## src/rtl/bat_amateur_harness.sv

```systemverilog
// Program-load and OUT-capture controller for the bat_amateur CPU.
// Watchdog logic is built only when BAT_HARNESS_WATCHDOG_EN is defined.
module bat_amateur_harness #(
    parameter int ADDRESS_WIDTH  = 16,
    parameter int DATA_WIDTH     = 16,
    parameter int FIFO_DEPTH     = 8,
    parameter int TIMEOUT_CYCLES = 65535
) (
    input  logic                     CLK,
    input  logic                     RST,
    input  logic                     LOAD_START,
    input  logic [ADDRESS_WIDTH-1:0] LOAD_BASE,
    input  logic [ADDRESS_WIDTH-1:0] LOAD_LEN,
    input  logic [DATA_WIDTH-1:0]    IN_DATA,
    input  logic                     IN_VALID,
    output logic                     IN_READY,
    output logic                     HALT,
    output logic                     RAM_WE,
    output logic [DATA_WIDTH-1:0]    DATA_OUT,
    output logic                     DATA_OE,
    output logic [ADDRESS_WIDTH-1:0] ADDRESS,
    input  logic [DATA_WIDTH-1:0]    CPU_OUT,
    input  logic                     CPU_HALT,
    output logic [DATA_WIDTH-1:0]    CAP_DATA,
    output logic                     CAP_VALID,
    input  logic                     CAP_READY,
    output logic                     DONE,
    output logic                     TIMEOUT,
    output logic                     OVERFLOW
);
    // state  | meaning
    // IDLE   | after reset, CPU held, waiting for LOAD_START
    // LOAD   | accepting image words and writing them to RAM
    // RUN    | CPU released, capturing OUT changes
    // FINISH | CPU held again, FIFO still readable, restartable

    localparam int PTR_W = $clog2(FIFO_DEPTH);

    if (TIMEOUT_CYCLES < 1 || FIFO_DEPTH < 2 || (FIFO_DEPTH & (FIFO_DEPTH - 1)) != 0)
    begin : g_param_check
        $error("bat_amateur_harness: illegal FIFO_DEPTH or TIMEOUT_CYCLES");
    end

    typedef enum logic [1:0] {S_IDLE, S_LOAD, S_RUN, S_FINISH} state_t;

    state_t                   state_q;
    logic [ADDRESS_WIDTH-1:0] base_q, len_q, count_q, addr_q;
    logic [DATA_WIDTH-1:0]    wdata_q;
    logic                     we_q, in_ready_q, halt_q, done_q;
    logic                     start, accept, last_word;

    assign start     = LOAD_START && (state_q == S_IDLE || state_q == S_FINISH);
    assign accept    = IN_VALID && in_ready_q;
    assign last_word = (count_q + ADDRESS_WIDTH'(1)) == len_q;

`ifdef BAT_HARNESS_WATCHDOG_EN
    localparam int WD_W = $clog2(TIMEOUT_CYCLES + 1);
    logic [WD_W-1:0] wd_q, wd_next;
    logic            timeout_q;
    assign wd_next = wd_q + WD_W'(1);
    assign TIMEOUT = timeout_q;
`else
    assign TIMEOUT = 1'b0;
`endif

    always_ff @(posedge CLK or negedge RST) begin
        if (!RST) begin
            state_q    <= S_IDLE;
            base_q     <= '0;
            len_q      <= '0;
            count_q    <= '0;
            addr_q     <= '0;
            wdata_q    <= '0;
            we_q       <= 1'b0;
            in_ready_q <= 1'b0;
            halt_q     <= 1'b1;
            done_q     <= 1'b0;
`ifdef BAT_HARNESS_WATCHDOG_EN
            wd_q       <= '0;
            timeout_q  <= 1'b0;
`endif
        end else begin
            we_q <= 1'b0;
            case (state_q)
                S_IDLE, S_FINISH: begin
                    if (LOAD_START) begin
                        base_q  <= LOAD_BASE;
                        len_q   <= LOAD_LEN;
                        count_q <= '0;
                        done_q  <= 1'b0;
`ifdef BAT_HARNESS_WATCHDOG_EN
                        wd_q      <= '0;
                        timeout_q <= 1'b0;
`endif
                        if (LOAD_LEN == '0) begin
                            state_q <= S_RUN;
                            halt_q  <= 1'b0;
                        end else begin
                            state_q    <= S_LOAD;
                            in_ready_q <= 1'b1;
                        end
                    end
                end
                S_LOAD: begin
                    if (accept) begin
                        we_q    <= 1'b1;
                        wdata_q <= IN_DATA;
                        addr_q  <= base_q + count_q;
                        count_q <= count_q + ADDRESS_WIDTH'(1);
                        if (last_word) in_ready_q <= 1'b0;
                    end
                    // Ready already dropped: this strobe is the final write.
                    if (we_q && !in_ready_q) begin
                        state_q <= S_RUN;
                        halt_q  <= 1'b0;
                    end
                end
                S_RUN: begin
                    if (CPU_HALT) begin
                        state_q <= S_FINISH;
                        halt_q  <= 1'b1;
                        done_q  <= 1'b1;
                    end
`ifdef BAT_HARNESS_WATCHDOG_EN
                    else if (wd_next == WD_W'(TIMEOUT_CYCLES)) begin
                        state_q   <= S_FINISH;
                        halt_q    <= 1'b1;
                        done_q    <= 1'b1;
                        timeout_q <= 1'b1;
                    end
                    wd_q <= wd_next;
`endif
                end
                default: state_q <= S_IDLE;
            endcase
        end
    end

    assign IN_READY = in_ready_q;
    assign HALT     = halt_q;
    assign RAM_WE   = we_q;
    assign DATA_OE  = we_q;
    assign DATA_OUT = wdata_q;
    assign ADDRESS  = addr_q;
    assign DONE     = done_q;

    logic [DATA_WIDTH-1:0] mem_q [FIFO_DEPTH];
    logic [DATA_WIDTH-1:0] prev_q;
    logic [PTR_W-1:0]      wr_ptr_q, rd_ptr_q;
    logic [PTR_W:0]        occ_q;
    logic                  ovf_q, empty, full, push, pop, push_ok;

    assign empty   = (occ_q == '0);
    assign full    = (occ_q == (PTR_W + 1)'(FIFO_DEPTH));
    assign pop     = !empty && CAP_READY;
    assign push    = (state_q == S_RUN) && (CPU_OUT != prev_q);
    // A full FIFO still takes a push when the head leaves in the same cycle.
    assign push_ok = push && (!full || pop);

    always_ff @(posedge CLK or negedge RST) begin
        if (!RST) begin
            prev_q   <= '0;
            wr_ptr_q <= '0;
            rd_ptr_q <= '0;
            occ_q    <= '0;
            ovf_q    <= 1'b0;
        end else if (start) begin
            prev_q   <= '0;
            wr_ptr_q <= '0;
            rd_ptr_q <= '0;
            occ_q    <= '0;
            ovf_q    <= 1'b0;
        end else begin
            if (state_q == S_RUN) prev_q <= CPU_OUT;
            if (push_ok) wr_ptr_q <= wr_ptr_q + PTR_W'(1);
            if (pop) rd_ptr_q <= rd_ptr_q + PTR_W'(1);
            if (push_ok && !pop) occ_q <= occ_q + (PTR_W + 1)'(1);
            else if (pop && !push_ok) occ_q <= occ_q - (PTR_W + 1)'(1);
            if (push && !push_ok) ovf_q <= 1'b1;
        end
    end

    always_ff @(posedge CLK) begin
        if (push_ok) mem_q[wr_ptr_q] <= CPU_OUT;
    end

    assign CAP_VALID = !empty;
    assign CAP_DATA  = empty ? '0 : mem_q[rd_ptr_q];
    assign OVERFLOW  = ovf_q;

endmodule

```

## config.mk

```make
export PLATFORM = sky130hd
export DESIGN_NAME = bat_amateur_harness
export DESIGN_NICKNAME = d
export VERILOG_FILES = /design/src/rtl/bat_amateur_harness.sv
export SDC_FILE = /design/constraint.sdc
export NUM_CORES = 1
export LEC_CHECK = 0
export ABC_AREA = 1
export BUFFER_PORTS_ARGS = -buffer_cell sky130_fd_sc_hd__buf_2
export CAP_MARGIN = 10
export CORE_MARGIN = 4
export CORE_UTILIZATION = 60
export CTS_CLUSTER_DIAMETER = 120
export DETAILED_ROUTE_END_ITERATION = 10
export PLACE_DENSITY_LB_ADDON = 0.12
export SLEW_MARGIN = 40
export SYNTH_ARGS = -nofsm -noshare
export SYNTH_HDL_FRONTEND = slang
export SYNTH_SLANG_ARGS = --single-unit
```

## constraint.sdc

```tcl
create_clock -name CLK -period 4.9 [get_ports CLK]
set_input_delay 0.49 -clock CLK [delete_from_list [all_inputs] [get_ports CLK]]
set_output_delay 0.49 -clock CLK [all_outputs]
set_load 0.01 [all_outputs]
```

==> impl_summary.log, run 1 <==
INFO  metric post_synth_and_or_nand_nor_area_fraction = 0.2148
INFO  metric fin_crit_sh = 0.6249
INFO  metric final.fill_count = 1470
INFO  metric cp_cell_sequence = inv_1, buf_4, o21ai_0, o22ai_1, o21ai_0, a31oi_1, buf_2
INFO  metric finalHoldViolations = 2
INFO  metric synthFlopType = sky130_fd_sc_hd__edfxtp_1
INFO  metric globalplace.congestion = 0.8876
INFO  metric total_switching_power = 2800 µW
INFO  metric period_needed = 3.062 ns
INFO  metric comb_power_share = 0.363
INFO  metric placed_cell_areas = 0.01222 mm²
INFO  metric io_buffers = 124
INFO  metric synth-edff-count = 128
INFO  metric floorplan_row_count = 50
INFO  metric grt_pass1_vias = 8748
INFO  metric area.growth.synth_to_final = 15.08%
INFO  metric timing.critical_path.slowest_cell_delay = 0.45 ns
INFO  metric cts.clk_slew.worst_paths = 0.06 ns
INFO  metric synth.area.mux_share = 0
INFO  metric synth_xor_area_frac = 0.01551
INFO  metric grt_antenna_before_repair = 0
INFO  metric cp.arrival = 2.57 ns
INFO  metric failed_checks = negative hold slack
INFO  metric mappedNetlistArea = 0.01138 mm²
INFO  metric rsz0062_at_grt = no
INFO  metric drt_drc_violations_left = 0
INFO  metric critPathRequiredTime = 4.41 ns
INFO  metric run_status = finished, violations left
INFO  metric grt.total_usage = 0.2474
INFO  metric post_route_skew = 0.01508 ns
INFO  metric kind_of_path_behind_the_tightest_hold_check = in -> async
INFO  metric asyncSetResetFlopFracSynth = 0.4689
INFO  metric synth_warnings = 0
INFO  metric post_drt_via_cell_ratio = 5.478
INFO  metric start_util = 0.6082
INFO  metric ys_seq_area_frac = 0.5866
INFO  metric tritoncts_clock_tree = built
INFO  metric grt-ovfl-total = 0
INFO  metric power.total = 7516 µW
INFO  metric post-dp-hpwl = 17360 µm
INFO  metric cts_hold_buffers = 0
INFO  metric detail_route.wirelength.met1 = 10890 µm
INFO  metric peakVddDrop = 0.4060 mV
INFO  metric largest_family_of_logic_cells_by_synthesized_area = simple AND/OR/NAND/NOR gates
INFO  metric final-setup-viol-count = 0
INFO  metric postSynthCellCount = 1244
INFO  metric clkSinkCount = 241
INFO  metric ctsHtreeMaxLevel = 1
INFO  metric critical_path.most_common_cell = sky130_fd_sc_hd__o21ai_0
INFO  metric grt_pass1_wl = 43420 µm
INFO  metric met3_wirelength = 1295 µm
INFO  metric critical_path.reg2reg.startpoint = state_q[1]
INFO  metric initialDrtViolationCount = 579
INFO  metric slew_headroom = 0.4548
INFO  metric synth_nets = 1338
INFO  metric maximum_number_of_pins_on_one_net_before_global_route_repair = 77
INFO  metric core_outline_area = 0.01871 mm²
INFO  metric portion_of_total_power_attributed_to_sequential_cells = 0.372
INFO  metric p_clk_frac = 0.265
INFO  metric ant_nets = 0
INFO  metric cell_with_the_biggest_individual_delay_on_the_critical_path = sky130_fd_sc_hd__inv_1
INFO  metric final-max-slew-violation-count = 0
INFO  metric power_density = 574.1 mW/mm²
INFO  metric post-route-cell-area = 0.01309 mm²
INFO  metric routed_wl = 26370 µm
INFO  metric synth_adder_area_share = 0.02772
INFO  metric setup.worst_path.end_class = output pin
INFO  metric cts-root-to-sink-buffers = 3
INFO  metric highest_layer = met4
INFO  metric timing.setup.critical_path_class = reg -> out
INFO  metric clk_tree_root_cell = sky130_fd_sc_hd__clkbuf_16
INFO  metric die_h = 145.7 µm
INFO  metric nets = 1456
INFO  metric io-pin-count = 126
INFO  metric detailroute.via_count = 8842
INFO  metric net_switching_share_of_the_total_power = 0.3726
INFO  metric die_x = 145.7 µm
INFO  metric drt-wirelength-per-cell = 16.34 µm
INFO  metric post_cts_buffers = 0
INFO  metric clkLatencyLatePin = 0.51 ns
INFO  metric postSynthAreaPerCell = 9.145 µm²
INFO  metric tritoncts.num_buffers = 25
INFO  metric worstMarginPinSlew = 0.8178 ns
INFO  metric design.die.area = 0.02123 mm²
INFO  metric leakage = 0.005905 µW
INFO  metric synth_compound_gate_area_share = 0.09998
INFO  metric fin_tns_setup = 0 ns
INFO  metric post_route_cells_drive_above_1_share = 0.1500
INFO  metric critical_path.startpoint_type = flip-flop
INFO  metric path_max_fanout = 29
INFO  metric ctsResizeCount = 0
INFO  metric synth.distinct_cells = 39
INFO  metric max_capacitance_violation_total = 0
INFO  metric diodes = 0
INFO  metric critPathLaunch = rd_ptr_q[0]
INFO  metric final.hold.worst_slack = -0.002855 ns
INFO  metric dr.pass1.iters = 7
INFO  metric synthesized_flop_and_latch_total = 241
INFO  metric clock.fmax = 0.3266 GHz
INFO  metric routed-wl-met2 = 13450 µm
INFO  metric intPower = 4716 µW
==> cells in the mapped netlist (7+ instances only) <==
cell type	instances	area [µm²]
sky130_fd_sc_hd__nor2_1	153	574.3
sky130_fd_sc_hd__nand2_1	338	1269
sky130_fd_sc_hd__o22ai_1	27	168.9
sky130_fd_sc_hd__ha_1	22	275.3
sky130_fd_sc_hd__a31oi_1	18	112.6
sky130_fd_sc_hd__inv_1	109	409.1
sky130_fd_sc_hd__buf_2	9	45.04
sky130_fd_sc_hd__dfrtp_1	112	2803
sky130_fd_sc_hd__clkbuf_1	35	131.4
sky130_fd_sc_hd__nand4_1	9	56.30
sky130_fd_sc_hd__edfxtp_1	128	3844
sky130_fd_sc_hd__nand2_2	7	43.79
sky130_fd_sc_hd__xor2_1	9	78.83
sky130_fd_sc_hd__nand3_1	62	310.3
sky130_fd_sc_hd__a21oi_1	17	85.08
sky130_fd_sc_hd__o21ai_0	130	650.6
==> sequential cells by signal, summed over array words and instances, names as in the netlist, 2 cells and up <==
signal and cells:
ADDRESS 16, DATA_OUT 16, base_q 16, count_q 16, len_q 16, mem_q 128
occ_q 4, prev_q 16, rd_ptr_q 3, state_q 2, wr_ptr_q 3
==> cell families after synthesis <==
family          count (synthesis)
simple gates                  593
flops                         241
compound gates                208
other cells                     1
xor+xnor                       17
buf+inv                       160
fa+ha+maj                      24
==> placed cells by master, fill, tap and decap left out, types with 9 or more instances in the layout <==
master / n
sky130_fd_sc_hd__o22ai_1: 27
sky130_fd_sc_hd__nand3_1: 62
sky130_fd_sc_hd__nor2_1: 151
sky130_fd_sc_hd__edfxtp_1: 128
sky130_fd_sc_hd__buf_4: 15
sky130_fd_sc_hd__dfrtp_1: 111
sky130_fd_sc_hd__a21oi_1: 17
sky130_fd_sc_hd__a31oi_1: 18
sky130_fd_sc_hd__inv_1: 108
sky130_fd_sc_hd__nand4_1: 9
sky130_fd_sc_hd__xor2_1: 9
sky130_fd_sc_hd__clkbuf_16: 25
sky130_fd_sc_hd__o21ai_0: 130
sky130_fd_sc_hd__ha_1: 22
sky130_fd_sc_hd__nand2_1: 338
sky130_fd_sc_hd__buf_2: 123
==> layout make-up <==
| class | instances | area (µm²) | area share |
|---|---|---|---|
| flip-flops and latches | 241 | 6674 | 0.5098 |
| multi-input cells | 843 | 4096 | 0.3129 |
| repair buffers | 139 | 739.5 | 0.05648 |
| clock buffers | 32 | 671.9 | 0.05132 |
| inverters | 112 | 420.4 | 0.03211 |
| well taps | 234 | 292.8 | 0.02236 |
| clock inverters | 13 | 196.4 | 0.01501 |
==> routing by layer <==
layer,track usage,up-vias
li1,-,4358
met1,0.3121,4194
met2,0.4429,237
met3,0.03145,53
met4,0.08405,0
met5,0,-
==> worst max-delay path, delay by kind of cell (launching register included) <==
| family | cells | cell delay [ns] |
|---|---|---|
| buffers and inverters | 3 | 1.01 |
| flip-flops | 1 | 0.40 |
| AO/OA/AOI/OAI | 4 | 0.64 |
==> final timing paths <==
| kind | to | slack, ns | cells past startpoint |
|---|---|---|---|
| setup / recovery | CAP_DATA[8] | 1.84 | 7 |
| hold / removal | occ_q[0] | -0.003 | 1 |
| setup reg to reg | count_q[0] | 1.85 | 9 |
| hold reg to reg | DATA_OUT[14] | 0.47 | 2 |
| max in group asynchronous | ADDRESS[2] | 3.90 | 2 |
| min in group CLK | base_q[9] | 0.17 | 3 |
==> power groups by stage <==
stage / sequential, µW / clock, µW / combinational [µW]
after floorplan: 2840 / 0 / 1820
after global placement: 2820 / 0 / 2650
after detailed placement: 2830 / 0 / 2720
after CTS: 2790 / 2020 / 2740
after global routing: 2840 / 2100 / 3080
final: 2800 / 1990 / 2730
==> through the flow <==
| stage | setup slack (ns) | utilization | hold WS [ns] | instances |
|---|---|---|---|---|
| after detailed placement | 1.674 | 0.6532 | 0.4596 | 1569 |
| after global placement | 1.762 | 0.6524 | 0.4600 | 1569 |
| final | 1.838 | 0.6999 | -0.002855 | 1614 |
| after CTS | 1.562 | 0.6996 | 0.02372 | 1614 |
| after floorplan | 2.600 | - | 0.1944 | 1244 |
| after global routing | 1.638 | 0.6999 | 0.04504 | 1614 |
Note: power is estimated with default switching activity, not from simulation.
==> run 2: changes to the inputs <==
- CORE_UTILIZATION: 60 -> 59
- clock period: 4.9 -> 2.94 ns (I/O delays scaled with it)
==> impl_summary.log, run 2 (synthesis results as in run 1) <==
INFO  metric start_util = 0.6041
INFO  metric diodes = 0
INFO  metric largest-register = mem_q
INFO  metric period_needed = 2.686 ns
INFO  metric kind_of_path_behind_the_tightest_hold_check = in -> reg
INFO  metric ant_nets = 0
INFO  metric die_x = 146.9 µm
INFO  metric portion_of_total_power_attributed_to_sequential_cells = 0.384
INFO  metric slew_headroom = 0.5562
INFO  metric post_drt_via_cell_ratio = 5.351
INFO  metric area.growth.synth_to_final = 18.28%
INFO  metric floorplan_row_count = 50
INFO  metric tritoncts_clock_tree = built
INFO  metric critPathCapture = CAP_DATA[12]
INFO  metric drt_drc_violations_left = 0
INFO  metric comb_power_share = 0.384
INFO  metric p_clk_frac = 0.232
INFO  metric grt_pass1_vias = 8976
INFO  metric cts.clk_slew.worst_paths = 0.06 ns
INFO  metric drt-wirelength-per-cell = 15.86 µm
INFO  metric total_switching_power = 4654 µW
INFO  metric final-setup-viol-count = 0
INFO  metric dp_slack = 0.6637 ns
INFO  metric fin_crit_sh = 0.9138
INFO  metric critical_path.reg2reg.startpoint = occ_q[0]
INFO  metric largest_register_ff_count = 128
INFO  metric initialDrtViolationCount = 466
INFO  metric die_h = 146.9 µm
INFO  metric grt.total_usage = 0.2501
INFO  metric design.die.area = 0.02157 mm²
INFO  metric io_buffers = 124
INFO  metric rsz0062_at_grt = no
INFO  metric power_density = 902.1 mW/mm²
INFO  metric worstMarginPinSlew = 0.6656 ns
INFO  metric final-max-slew-violation-count = 0
INFO  metric routed_wl = 26830 µm
INFO  metric core_outline_area = 0.01883 mm²
INFO  metric clkLatencyLatePin = 0.52 ns
INFO  metric io-pin-count = 126
INFO  metric detailroute.via_count = 9049
INFO  metric globalplace.congestion = 0.9238
INFO  metric cts-root-to-sink-buffers = 3
INFO  metric max_capacitance_violation_total = 0
INFO  metric grt_pass1_wl = 44590 µm
INFO  metric final.fill_count = 1437
INFO  metric critPathRequiredTime = 2.65 ns
INFO  metric clk_tree_root_cell = sky130_fd_sc_hd__clkbuf_16
INFO  metric clock.fmax = 0.3722 GHz
INFO  metric grt_antenna_before_repair = 0
INFO  metric r2r_setup_slack = 0.67 ns
INFO  metric setup.worst_path.end_class = output pin
INFO  metric run_status = finished clean
INFO  metric post_route_cells_drive_above_1_share = 0.1426
INFO  metric dr.pass1.iters = 5
INFO  metric nets = 1509
INFO  metric grt-ovfl-total = 0
INFO  metric critical_path.startpoint_type = flip-flop
INFO  metric post_route_skew = 0.01145 ns
INFO  metric leakage = 0.006064 µW
INFO  metric intPower = 7485 µW
INFO  metric tritoncts.num_buffers = 25
INFO  metric layout.cells.most_common = sky130_fd_sc_hd__nand2_1
INFO  metric r2r.worst_path.cells = 11
INFO  metric clkSinkCount = 241
INFO  metric reg2reg_to = occ_q[3]
INFO  metric finalHoldViolations = 0
INFO  metric ctsResizeCount = 0
INFO  metric post-dp-hpwl = 18110 µm
INFO  metric ctsHtreeMaxLevel = 1
INFO  metric peakVddDrop = 0.7157 mV
INFO  metric net_switching_share_of_the_total_power = 0.3834
INFO  metric timing.setup.critical_path_class = reg -> out
INFO  metric most-common-layout-cells = 338 x sky130_fd_sc_hd__nand2_1, 153 x sky130_fd_sc_hd__nor2_1, 130 x sky130_fd_sc_hd__o21ai_0
INFO  metric critPathLaunch = rd_ptr_q[0]
INFO  metric fin_tns_setup = 0 ns
INFO  metric path_max_fanout = 65
INFO  metric maximum_number_of_pins_on_one_net_before_global_route_repair = 67
INFO  metric timing.final.ws_setup = 0.2536 ns
INFO  metric cp.arrival = 2.39 ns
## run 2: changes by cell type in the layout (fill, tap and decap cells not counted), sizes merged
cell         change
dlygate4sd3     +44
bufinv           -5
clkinv           -1
inv              +1
clkinvlp         -3
clkbuf           +6
buf              +9
## run 2: timing repair
action                                 4_1_cts  5_1_grt
hold buffers                                44        0
endpoints found under the hold margin       95        0
setup buffers                                0        0
## run 2: power by group through the flow
stage | Clock, µW | Combinational [µW] | Sequential, µW
floorplan | 0 | 3040 | 4740
global route | 3020 | 5280 | 4730
global placement | 0 | 4510 | 4690
CTS | 2870 | 4670 | 4650
finish | 2820 | 4660 | 4660
detailed placement | 0 | 4600 | 4710
## run 2: per-stage QoR
stage	hold slack, ns	utilization	cell area, µm²	total power (µW)	instances
4_1_cts	0.01330	0.7144	13450	12190	1691
3_3_place_gp	0.3957	0.6532	12300	9201	1604
3_5_place_dp	0.4152	0.6532	12300	9307	1604
5_1_grt	0.04386	0.7146	13460	13030	1691
2_1_floorplan	-0.001591	-	11380	7773	1244
6_report	0.04104	0.7146	13460	12140	1691
## run 2: critical path: stages, from the launching register on
cell and delay [ns]:
sky130_fd_sc_hd__dfrtp_2 0.35, sky130_fd_sc_hd__buf_4 0.54, sky130_fd_sc_hd__o21ai_0 0.24, sky130_fd_sc_hd__o22ai_1 0.23
sky130_fd_sc_hd__o21ai_0 0.14, sky130_fd_sc_hd__a31oi_1 0.19, sky130_fd_sc_hd__buf_2 0.16
## run 2: how the worst min path moves through the flow
stage,to,from,cells after the start
global route,base_q[2],LOAD_BASE[2],3
detailed placement,rd_ptr_q[2],RST,1
CTS,base_q[2],LOAD_BASE[2],3
floorplan,ADDRESS[0],RST,0
global placement,occ_q[3],RST,1
finish,base_q[2],LOAD_BASE[2],3
## run 2: per-layer routing
metal,part of all wire,GRT usage
met5,0,0
met2,0.50,0.4310
met3,0.046,0.02869
met1,0.43,0.3366
met4,0.029,0.07526
## run 2: cell type report
class / instances / area (µm²) / share of cell area
inverter: 112 / 420.4 / 0.03124
sequential: 241 / 6674 / 0.4960
multi-input combinational: 843 / 4076 / 0.3030
clock buffer: 38 / 684.4 / 0.05086
clock inverter: 5 / 27.53 / 0.002046
tap: 260 / 325.3 / 0.02418
timing repair buffer: 192 / 1247 / 0.09271
==> run 3: changes to the inputs <==
- MAX_ROUTING_LAYER: default -> met4
==> impl_summary.log, run 3 (synthesis results as in run 1) <==
INFO  metric post-route-cell-area = 0.01347 mm²
INFO  metric largest_register_ff_count = 128
INFO  metric finalHoldViolations = 0
INFO  metric timing.setup.critical_path_class = reg -> out
INFO  metric detail_route.wirelength.met1 = 11230 µm
INFO  metric met3_wirelength = 1304 µm
INFO  metric maximum_number_of_pins_on_one_net_before_global_route_repair = 67
INFO  metric fin_tns_setup = 0 ns
INFO  metric die_x = 146.9 µm
INFO  metric cp_cell_sequence = buf_4, o21ai_0, o22ai_1, o21ai_0, a31oi_1, buf_2
INFO  metric clk_tree_root_cell = sky130_fd_sc_hd__clkbuf_16
INFO  metric cts-root-to-sink-buffers = 3
INFO  metric routed-wl-met2 = 12930 µm
INFO  metric cell_with_the_biggest_individual_delay_on_the_critical_path = sky130_fd_sc_hd__buf_4
INFO  metric initialDrtViolationCount = 598
INFO  metric cts.clk_slew.worst_paths = 0.06 ns
INFO  metric post_cts_buffers = 0
INFO  metric leakage = 0.006076 µW
INFO  metric cp.arrival = 2.36 ns
INFO  metric largest-register = mem_q
INFO  metric post-dp-hpwl = 17780 µm
INFO  metric diodes = 0
INFO  metric power_density = 910.0 mW/mm²
INFO  metric critPathRequiredTime = 2.65 ns
INFO  metric tritoncts_clock_tree = built
INFO  metric nets = 1505
INFO  metric io-pin-count = 126
INFO  metric post_route_skew = 0.01141 ns
INFO  metric drt_drc_violations_left = 0
INFO  metric max_capacitance_violation_total = 0
INFO  metric highest_layer = met4
INFO  metric grt_pass1_wl = 43300 µm
INFO  metric grt.total_usage = 0.2505
INFO  metric drt-wirelength-per-cell = 15.50 µm
INFO  metric fin_crit_sh = 0.9023
INFO  metric routed_wl = 26180 µm
INFO  metric final-setup-viol-count = 0
INFO  metric placed_cell_areas = 0.01230 mm²
INFO  metric io_buffers = 124
INFO  metric grt_antenna_before_repair = 0
INFO  metric timing.critical_path.slowest_cell_delay = 0.53 ns
INFO  metric floorplan_row_count = 50
INFO  metric most-common-layout-cells = 338 x sky130_fd_sc_hd__nand2_1, 153 x sky130_fd_sc_hd__nor2_1, 130 x sky130_fd_sc_hd__o21ai_0
INFO  metric final.hold.worst_slack = 0.01851 ns
INFO  metric grt_pass1_vias = 8783
INFO  metric worstMarginPinSlew = 0.6508 ns
INFO  metric slew_headroom = 0.5661
INFO  metric ant_nets = 0
INFO  metric post_drt_via_cell_ratio = 5.320
INFO  metric area.growth.synth_to_final = 18.42%
INFO  metric run_status = finished clean
INFO  metric path_max_fanout = 65
INFO  metric clkLatencyLatePin = 0.51 ns
INFO  metric clock.fmax = 0.3769 GHz
INFO  metric layout.cells.most_common = sky130_fd_sc_hd__nand2_1
INFO  metric clkSinkCount = 241
INFO  metric post_route_cells_drive_above_1_share = 0.1442
INFO  metric globalplace.congestion = 0.9383
INFO  metric setup.worst_path.end_class = output pin
INFO  metric final-max-slew-violation-count = 0
INFO  metric design.die.area = 0.02157 mm²
INFO  metric dr.pass1.iters = 5
INFO  metric finish.utilization = 0.7154
INFO  metric die_h = 146.9 µm
INFO  metric start_util = 0.6041
INFO  metric rsz0062_at_grt = no
INFO  metric tritoncts.num_buffers = 25
INFO  metric period_needed = 2.653 ns
INFO  metric detailroute.via_count = 8986
INFO  metric kind_of_path_behind_the_tightest_hold_check = in -> reg
INFO  metric grt-ovfl-total = 0
INFO  metric critical_path.most_common_cell = sky130_fd_sc_hd__o21ai_0
INFO  metric timing.final.ws_setup = 0.2871 ns
INFO  metric critical_path.startpoint_type = flip-flop
INFO  metric ctsHtreeMaxLevel = 1
INFO  metric core_outline_area = 0.01883 mm²
INFO  metric peakVddDrop = 0.7012 mV
INFO  metric dp_slack = 0.6386 ns
[run 3: cell types whose count changed in the layout (fill, tap and decap cells not counted), sizes merged]
cell,change
inv,-1
clkbuf,-3
bufinv,+2
clkinv,+4
dlygate4sd3,-4
[run 3: timing repair]
item                                    4_1_cts  5_1_grt
hold buffers                                 40        0
endpoints found under the setup margin        0        0
hold endpoints to repair                     98        0
gates resized for setup                       0        0
[run 3: worst paths after layout]
check                       startpoint  slack [ns]      endpoint  cells after the start
hold reg to reg            DATA_OUT[4]        0.47   DATA_OUT[4]                      2
min in group asynchronous          RST        0.31      occ_q[1]                      2
hold / removal             LOAD_LEN[5]        0.02      len_q[5]                      3
max in group asynchronous          RST        1.87    count_q[8]                      3
setup reg to reg              occ_q[1]        0.65      occ_q[3]                     11
setup / recovery           rd_ptr_q[0]        0.29  CAP_DATA[12]                      6
[run 3: where the power goes]
| part | leakage [µW] | total (µW) | internal (µW) | switching, µW |
|---|---|---|---|---|
| Combinational | 0.00310 | 4630 | 1610 | 3020 |
| Sequential | 0.00260 | 4650 | 4270 | 379 |
| Clock | 0.000376 | 2980 | 1760 | 1210 |
| Total | 0.00608 | 12300 | 7650 | 4610 |
[run 3: area by class of cell]
| cell class | count | area (µm²) |
|---|---|---|
| multi-input cells | 843 | 4076 |
| inverters | 112 | 420.4 |
| clock buffers | 35 | 673.1 |
| clock inverters | 10 | 95.09 |
| repair buffers | 188 | 1207 |
| well taps | 260 | 325.3 |
| fillers | 1394 | 5359 |
| flip-flops and latches | 241 | 6674 |
[run 3: layer usage]
layer,up-vias,track usage
li1,4468,-
met1,4220,0.3252
met2,246,0.4165
met3,52,0.03054
met4,0,0.07902
met5,-,-
[run 3: worst max-delay path: cells and delay by family (launching register included)]
| kind | cells | cell delay [ns] |
|---|---|---|
| compound gates | 4 | 0.78 |
| buf+inv | 2 | 0.70 |
| flops | 1 | 0.35 |
[run 3: metrics by stage]
| stage | instances | total power, µW |
|---|---|---|
| 3_5_place_dp | 1604 | 9280 |
| 4_1_cts | 1689 | 12340 |
| 3_3_place_gp | 1604 | 9187 |
| 6_report | 1689 | 12260 |
| 5_1_grt | 1689 | 13160 |
| 2_1_floorplan | 1244 | 7773 |
